===== config.mk =====
export PLATFORM = sky130hd
export DESIGN_NAME = sal_rd_buf
export DESIGN_NICKNAME = d
export VERILOG_FILES = /design/src/rtl/sal_pkg.sv /design/src/rtl/sal_sync_fifo.sv /design/src/rtl/sal_rd_buf.sv
export SDC_FILE = /design/constraint.sdc
export NUM_CORES = 2
export LEC_CHECK = 0
export ABC_AREA = 1
export CAP_MARGIN = 10
export CORE_MARGIN = 1.5
export CORE_UTILIZATION = 55
export CTS_CLUSTER_DIAMETER = 60
export DETAILED_ROUTE_END_ITERATION = 12
export HOLD_SLACK_MARGIN = 0.12
export PLACE_DENSITY = 0.8
export SYNTH_ARGS = -nofsm -noshare
export SYNTH_HDL_FRONTEND = slang
export SYNTH_HIERARCHICAL = 1
export SYNTH_MEMORY_MAX_BITS = 65536
export SYNTH_SLANG_ARGS = --single-unit

===== constraint.sdc =====
create_clock -name clk -period 26.4 [get_ports clk]
set_clock_uncertainty 0.2 [all_clocks]
set_input_delay 5.28 -clock clk [delete_from_list [all_inputs] [get_ports clk]]
set_output_delay 5.28 -clock clk [all_outputs]
set_load 0.02 [all_outputs]

===== src/rtl/sal_pkg.sv =====
// Shared types and helpers for the DDR2 controller read-return path.
// rd_cmd_t carries a fixed-width id field; blocks with a narrower AXI ID zero-extend into it.
package sal_pkg;

    localparam int SAL_ID_MAX_W = 16;

    localparam logic [1:0] RRESP_OKAY = 2'b00;

    typedef struct packed {
        logic [SAL_ID_MAX_W-1:0] id;
        logic [3:0]              len;
    } rd_cmd_t;

    // Width of a counter able to hold every value 0..depth inclusive.
    function automatic int credit_w(input int depth);
        return $clog2(depth) + 1;
    endfunction

endpackage


===== src/rtl/sal_sync_fifo.sv =====
// Single-clock FIFO with an extra pointer MSB for full/empty and a head-of-queue read port.
// The caller guarantees no push when full without a same-cycle pop, and no pop when empty.
module sal_sync_fifo #(
    parameter int WIDTH = 8,
    parameter int DEPTH = 16
) (
    input  logic                   clk,
    input  logic                   rst_n,
    input  logic                   wr_en,
    input  logic [WIDTH-1:0]       wr_data,
    input  logic                   rd_en,
    output logic [WIDTH-1:0]       rd_data,
    output logic                   full,
    output logic                   empty,
    output logic [$clog2(DEPTH):0] count
);

    localparam int AW = $clog2(DEPTH);

    logic [WIDTH-1:0] mem [DEPTH];
    logic [AW:0]      wr_ptr;
    logic [AW:0]      rd_ptr;

    // NOTE: storage is deliberately not reset; only the pointers define valid contents.
    always_ff @(posedge clk) begin
        if (wr_en) begin
            mem[wr_ptr[AW-1:0]] <= wr_data;
        end
    end

    // NOTE: non-blocking assignments so every register samples pre-edge values.
    always_ff @(posedge clk or negedge rst_n) begin
        if (!rst_n) begin
            wr_ptr <= '0;
            rd_ptr <= '0;
        end else begin
            if (wr_en) wr_ptr <= wr_ptr + 1'b1;
            if (rd_en) rd_ptr <= rd_ptr + 1'b1;
        end
    end

    assign rd_data = mem[rd_ptr[AW-1:0]];
    assign empty   = (wr_ptr == rd_ptr);
    assign full    = (wr_ptr[AW] != rd_ptr[AW]) && (wr_ptr[AW-1:0] == rd_ptr[AW-1:0]);
    assign count   = wr_ptr - rd_ptr;

endmodule


===== src/rtl/sal_rd_buf.sv =====
// Read-data return buffer: tracks issued read commands, buffers DFI beats, replays them as AXI R.
// Optional macro SAL_RD_BUF_BYPASS_EN presents a beat combinationally when the data FIFO is empty.
module sal_rd_buf
    import sal_pkg::*;
#(
    parameter int DATA_W    = 128,
    parameter int ID_W      = 4,   // must not exceed SAL_ID_MAX_W
    parameter int DEPTH     = 32,
    parameter int CMD_DEPTH = 8
) (
    input  logic                    clk,
    input  logic                    rst_n,
    input  logic                    rd_cmd_valid_i,
    output logic                    rd_cmd_ready_o,
    input  logic [ID_W-1:0]         rd_cmd_id_i,
    input  logic [3:0]              rd_cmd_len_i,
    output logic [$clog2(DEPTH):0]  rd_credit_o,
    input  logic                    dfi_rddata_valid_i,
    input  logic [DATA_W-1:0]       dfi_rddata_i,
    output logic                    rvalid_o,
    input  logic                    rready_i,
    output logic [ID_W-1:0]         rid_o,
    output logic [DATA_W-1:0]       rdata_o,
    output logic [1:0]              rresp_o,
    output logic                    rlast_o,
    output logic                    orphan_o
);

    localparam int CW     = credit_w(DEPTH);
    localparam int CMD_CW = $clog2(CMD_DEPTH) + 1;

    localparam logic [0:0] ST_IDLE   = 1'b0;
    localparam logic [0:0] ST_STREAM = 1'b1;

    logic [0:0]        state, state_nxt;
    logic [CW-1:0]     reserved;
    logic [CW-1:0]     expected;
    logic [3:0]        beat_cnt;
    logic              orphan_q;

    logic [CW-1:0]     len_plus1;
    logic              cmd_push, cmd_pop, cmd_full, cmd_empty_unused;
    logic [CMD_CW-1:0] cmd_count;
    rd_cmd_t           cmd_wr, cmd_head;

    logic              beat_ok, bypass, streaming, r_hs;
    logic              data_push, data_pop, data_empty;
    logic              data_full_unused;
    logic [CW-1:0]     data_count_unused;
    logic [DATA_W-1:0] data_head;

    assign len_plus1      = CW'(rd_cmd_len_i) + CW'(1);
    assign rd_credit_o    = CW'(DEPTH) - reserved;
    assign rd_cmd_ready_o = !cmd_full && (rd_credit_o >= len_plus1);
    assign cmd_push       = rd_cmd_valid_i && rd_cmd_ready_o;
    assign cmd_wr         = '{id: SAL_ID_MAX_W'(rd_cmd_id_i), len: rd_cmd_len_i};

    sal_sync_fifo #(.WIDTH($bits(rd_cmd_t)), .DEPTH(CMD_DEPTH)) u_cmd_fifo (
        .clk     (clk),
        .rst_n   (rst_n),
        .wr_en   (cmd_push),
        .wr_data (cmd_wr),
        .rd_en   (cmd_pop),
        .rd_data (cmd_head),
        .full    (cmd_full),
        .empty   (cmd_empty_unused),
        .count   (cmd_count)
    );

    // Beats arriving with nothing outstanding are dropped and flagged.
    assign beat_ok   = dfi_rddata_valid_i && (expected != '0);
    assign streaming = (state == ST_STREAM);

`ifdef SAL_RD_BUF_BYPASS_EN
    assign bypass = streaming && data_empty && beat_ok;
`else
    assign bypass = 1'b0;
`endif

    assign rvalid_o = streaming && (!data_empty || bypass);
    assign rdata_o  = !rvalid_o ? '0 : (data_empty ? dfi_rddata_i : data_head);
    assign rid_o    = streaming ? ID_W'(cmd_head.id) : '0;
    assign rlast_o  = streaming && (beat_cnt == cmd_head.len);
    assign rresp_o  = RRESP_OKAY;
    assign orphan_o = orphan_q;

    assign r_hs      = rvalid_o && rready_i;
    assign cmd_pop   = r_hs && rlast_o;
    assign data_pop  = r_hs && !data_empty;
    assign data_push = beat_ok && !(bypass && rready_i);

    sal_sync_fifo #(.WIDTH(DATA_W), .DEPTH(DEPTH)) u_data_fifo (
        .clk     (clk),
        .rst_n   (rst_n),
        .wr_en   (data_push),
        .wr_data (dfi_rddata_i),
        .rd_en   (data_pop),
        .rd_data (data_head),
        .full    (data_full_unused),
        .empty   (data_empty),
        .count   (data_count_unused)
    );

    // NOTE: default assignment first so no path leaves state_nxt unassigned (no latch).
    always_comb begin
        state_nxt = state;
        case (state)
            ST_IDLE: begin
                if (cmd_push) state_nxt = ST_STREAM;
            end
            default: begin
                if (cmd_pop && (cmd_count == CMD_CW'(1)) && !cmd_push) state_nxt = ST_IDLE;
            end
        endcase
    end

    always_ff @(posedge clk or negedge rst_n) begin
        if (!rst_n) begin
            state    <= ST_IDLE;
            reserved <= '0;
            expected <= '0;
            beat_cnt <= '0;
            orphan_q <= 1'b0;
        end else begin
            state    <= state_nxt;
            reserved <= reserved + (cmd_push ? len_plus1 : '0) - (r_hs ? CW'(1) : '0);
            expected <= expected + (cmd_push ? len_plus1 : '0) - (beat_ok ? CW'(1) : '0);
            if (cmd_pop) begin
                beat_cnt <= '0;
            end else if (r_hs) begin
                beat_cnt <= beat_cnt + 4'd1;
            end
            if (dfi_rddata_valid_i && (expected == '0)) begin
                orphan_q <= 1'b1;
            end
        end
    end

endmodule


Yosys cells after proc, flatten, opt, wreduce, memory -nomap -nowiden:

Memory sizes are Yosys's and may differ from the RTL's.
Cells that the tools add are included.

* add/subtract/negate cells: 12
* $lt $le $gt $ge: 1
* eq/ne operators: 5
* multiplexer cells: 14
* reductions and logical operators: 18

Operators by type and width (count)
* $mux W128: 2
* $add A4 B1 Y4 const B: 3
* $add A6 B1 Y6 const B: 2
* $logic_and A1 B1 Y1: 12
* $mux W4: 3
* $sub A6 B1 Y6: 2
* $mux W1: 8
* $add A6 B5 Y6: 1
* $add A6 B6 Y6: 1
* $eq A6 B6 Y1: 1
* $ge A6 B5 Y1: 1
* $logic_not A6 Y1: 1
* $reduce_bool A6 Y1: 1
* $sub A6 B6 Y6 const A: 1
* $add A4 B1 Y5 const B: 1
* $mux W5: 1
* $eq A4 B1 Y1 const B: 1
* $eq A4 B4 Y1: 1
* $sub A4 B4 Y4: 1
* $eq A3 B3 Y1: 1
* $logic_not A1 Y1: 3
* $reduce_bool A2 Y1: 1
* $ne A1 B1 Y1: 1

* register bits after elaboration: 38
* memory bits (writable): 4160
* input bits: 141
* output and inout bits: 144
* logic and storage cells: 61
* memories: 2

Memories
* u_data_fifo.mem: words 32, width 128, read ports 1, clocked after Yosys merged registers in 0, wr ports 1, line sal_sync_fifo.sv:20 `logic [WIDTH-1:0] mem [DEPTH];`
* u_cmd_fifo.mem: words 8, width 8, read ports 1, clocked after Yosys merged registers in 0, wr ports 1, line sal_sync_fifo.sv:20

Longest topological paths before layout:

* depth after elaboration: 9
* gate-level depth with buffers: 24
* mapped depth without buffers: 24

Hierarchy:

Netlist, hierarchy kept.

Modules (own cells, without submodules)
* sal_sync_fifo (u_data_fifo): instances 1, cells an instance 13176, area an instance 164303.8 um^2, sequential area each 123298.3 um^2
* sal_sync_fifo (u_cmd_fifo): instances 1, cells an instance 751, area an instance 7498.4 um^2, sequential area each 5004.8 um^2
* sal_rd_buf: instances 1, cells an instance 472, area an instance 2605.0 um^2, sequential area each 450.4 um^2

Worst setup path after synthesis:

No wires, ideal clock.

* kind: input to register
* start: input dfi_rddata_valid_i
* end: memory u_data_fifo/mem[7][0] (netlist name), enable pin
* setup time: 0.772 ns
* data arrival time: 14.675 ns
* data required time: 25.428 ns
* slack: 10.753 ns
* stages on the path: 7
* buffers on the path: 1
* cell sequence: nand2_1 > inv_1 > clkbuf_1 > nand2_1 > nor2_1 > inv_1 > nor3_1

* longest elaborated chain between the ends: 3

Ends and longest elaborated chain
* start: declaration: line sal_rd_buf.sv:18 `input logic dfi_rddata_valid_i,`
* $logic_and A1 B1 Y1: line sal_rd_buf.sv:71 `assign beat_ok = dfi_rddata_valid_i && (expected != '0);`
* via beat_ok: line sal_rd_buf.sv:46 `logic beat_ok, bypass, streaming, r_hs;`
* $mux W1: line sal_sync_fifo.sv:26 `if (wr_en) begin`
* $mux W1 (implied by the code): line sal_sync_fifo.sv:27 `mem[wr_ptr[AW-1:0]] <= wr_data;`
* end: declaration: line sal_sync_fifo.sv:20

The timed path passes the listed nets, and every way through them passes these cells.

Worst setup path after layout:

* start: input rd_cmd_len_i[1]
* end: output rd_cmd_ready_o

* longest elaborated chain between the ends: 3

Ends and longest elaborated chain
* start: declaration: line sal_rd_buf.sv:16 `input logic [3:0] rd_cmd_len_i,`
* $add A4 B1 Y5: line sal_rd_buf.sv:52 `assign len_plus1 = CW'(rd_cmd_len_i) + CW'(1);`
* $ge A6 B5 Y1: line sal_rd_buf.sv:54 `assign rd_cmd_ready_o = !cmd_full && (rd_credit_o >= len_plus1);`
* $logic_and A1 B1 Y1: line sal_rd_buf.sv:54
* end: declaration: line sal_rd_buf.sv:14 `output logic rd_cmd_ready_o,`

Every way passes these cells.

==> flow_metrics.py <==
metrics = {
    "worst_setup_path": {
        "path_class": "input port to output port",
        "critPathArrivalTime_ns": 7.87,
        "endpoint_kind": "output port",
        "reg2reg_slack_ns": 20.45,
        "cp.required_ns": 20.92,
        "cp-start-kind": "input port",
        "reg2reg_from": "expected[5]",
        "crit_path_start": "rd_cmd_len_i[1]",
        "r2r_cells": 10,
        "cp_max_fo": 10,
        "timing.rr.end": "u_data_fifo/mem[14][102]",
    },
    "timing": {
        "whs_ns": 0.2685,
        "period_minus_slack_ns": 13.35,
        "max_freq_ghz": 0.07490,
        "drv_slew": 0,
        "setup_slack_ns": 13.05,
        "hold_viol_final": 0,
        "tightest_slew_ns": 1.296,
        "setup_violations": 0,
        "slew_headroom_pct": 13.40,
        "setup_tns_ns": 0,
        "rsz0062_at_grt": "no",
        "fin_crit_sh_pct": 50.57,
    },
    "cts": {
        "cts_tree": "done",
        "ctsHoldBuffers": 0,
        "ctsResizeCount": 0,
        "clk_latency_ns": 0.96,
        "clk_pin_slew_ns": 0.06,
        "htree_levels": 5,
        "clock-sinks": 4198,
        "post-cts-setup-buffers": 0,
        "cts-root-buf": "clkbuf_16",
        "cts_inserted_buffers": 408,
        "clk_path_buf_depth": 4,
    },
    "die": {
        "core_um2": 308300,
        "dieArea_um2": 312800,
        "core.rowCount": 204,
        "initial_utilization_pct": 55.19,
        "dieWidth_um": 559.2,
        "die_y_um": 559.2,
        "ios": 285,
    },
    "logic_synthesis": {
        "syn_area_um2": 170200,
        "yosys_warnings": 6,
        "avgSynthCellArea_um2": 12.18,
        "synthCells": 13976,
    },
    "place": {
        "dp_cells": 17635,
        "io_buffer_count": 282,
        "post-place-ws_ns": 13.09,
        "place.gp.congestion": 0.7972,
        "dpl.hpwl_um": 213500,
    },
    "power": {
        "power_frac_comb_pct": 36.4,
        "power_density_nw_per_um2": 114.0,
        "irDropWorstVdd_uv": 125.1,
        "p_leak_nw": 66.38,
        "switchingPower_w": 0.008201,
        "power_w": 0.02139,
        "pwr-share-clk_pct": 26.6,
        "p_sw_share_pct": 38.33,
        "seqPwrFrac_pct": 37.0,
        "intPower_w": 0.01319,
    },
    "global_routing": {
        "antenna_found_initial": 61,
        "grt-ovfl-total": 0,
        "grt_pass1_wl_um": 675600,
        "grt_pass1_vias": 108102,
        "grt_usage_pct": 28.67,
        "grt_max_degree": 245,
    },
    "route": {
        "wirelength_um": 460900,
        "dr_total_vias": 114013,
        "route.detailed.wl_per_inst_um": 25.05,
        "routed_via_density": 6.196,
        "detail-route-antenna-nets": 0,
        "drtIter0Drc": 18031,
        "drc": 0,
        "first_pass_iters": 8,
    },
    "finish": {
        "fin_cells": 18400,
        "layout-drive-gt1-share_pct": 5.444,
        "syn2layout_area_growth_pct": 10.31,
        "fillCellCount": 22119,
        "multi_input_area_um2": 38030,
        "regArea_um2": 125900,
        "final_nets": 14111,
    },
    "hold_path": {
        "min_path_type": "flop to flop",
        "holdPathEnd": "orphan_o",
        "whs_path_depth": 1,
        "hp-start": "orphan_o",
    },
    "flow_run": {
        "cap_violations": 0,
    },
    "run_status": {
        "outcome": "completed",
    },
}
placed cells by master (no fill, tap or decap), types with 5 or more instances in the layout:
master	instances
a21oi_1	9
buf_4	155
clkinv_1	96
clkdlybuf4s50_1	281
clkinv_8	7
nand3_1	3892
nand4_1	6
nor2_4	31
buf_12	24
dfrtp_1	33
clkinv_2	50
edfxtp_1	4160
inv_1	258
ha_1	41
clkinvlp_4	11
clkinv_16	13
xor2_1	26
bufinv_16	33
clkbuf_16	411
o21ai_0	6
dfrtp_4	5
inv_8	8
inv_6	6
diode_2	25
nand2_1	4395
clkbuf_1	103
nor2_1	151
xnor2_1	9
how the worst max path moves through the flow:
stage,endpoint,depth (start not counted)
after floorplan,u_data_fifo/mem[7][0],7
after global placement,rd_cmd_ready_o,12
after detailed placement,rd_cmd_ready_o,12
after CTS,rd_cmd_ready_o,12
after global routing,rd_cmd_ready_o,12
final,rd_cmd_ready_o,12
critical path, cell delays in order:
cell and delay, ns:
clkdlybuf4s50_1 0.63, ha_1 0.33, or2_2 0.29, nand2_1 0.08, ha_1 0.15, inv_1 0.04
nand2_1 0.06, nand2_1 0.05, nand2_1 0.06, nand2_1 0.09, a21oi_4 0.17, clkdlybuf4s50_1 0.62
state kept, by name, indices dropped and copies added, names as in the netlist:
name,flops
expected,6
u_data_fifo/rd_ptr,6
orphan_o,1
reserved,6
state,1
u_data_fifo/mem,4096
u_cmd_fifo/rd_ptr,4
u_cmd_fifo/mem,64
beat_cnt,4
u_data_fifo/wr_ptr,6
u_cmd_fifo/wr_ptr,4
layer usage:
metal	vias up	part of all wire, %	GRT usage, %	routed length (um)
met3	1435	13	5.805	60570
met5	-	0.070	0	322
met1	54609	35	37.89	161300
li1	49316	-	-	-
met4	54	5.0	14.10	22940
met2	8599	47	45.62	215700
through the flow:
step	cell area, um2	util, %
after global placement	174600	56.63
after global routing	187700	60.88
after CTS	187600	60.85
after floorplan	170200	-
final	187700	60.88
after detailed placement	174600	56.63
area by class of cell:
class / instances / share of cell area [%]
sequential: 4198 / 67.06
multi-input combinational: 8588 / 20.26
clock buffer: 514 / 5.685
tap: 4120 / 2.746
timing repair buffer: 462 / 2.391
clock inverter: 225 / 1.250
inverter: 268 / 0.5752
antenna: 25 / 0.03333
power groups by stage:
stage	Clock (W)	Combinational (W)	Sequential, W
floorplan	0	0.00524	0.00803
global placement	0	0.00740	0.00803
detailed placement	0	0.00756	0.00805
CTS	0.00570	0.00764	0.00791
global route	0.00597	0.00835	0.00794
finish	0.00568	0.00780	0.00791
Note: power is estimated with default switching activity, not from simulation.
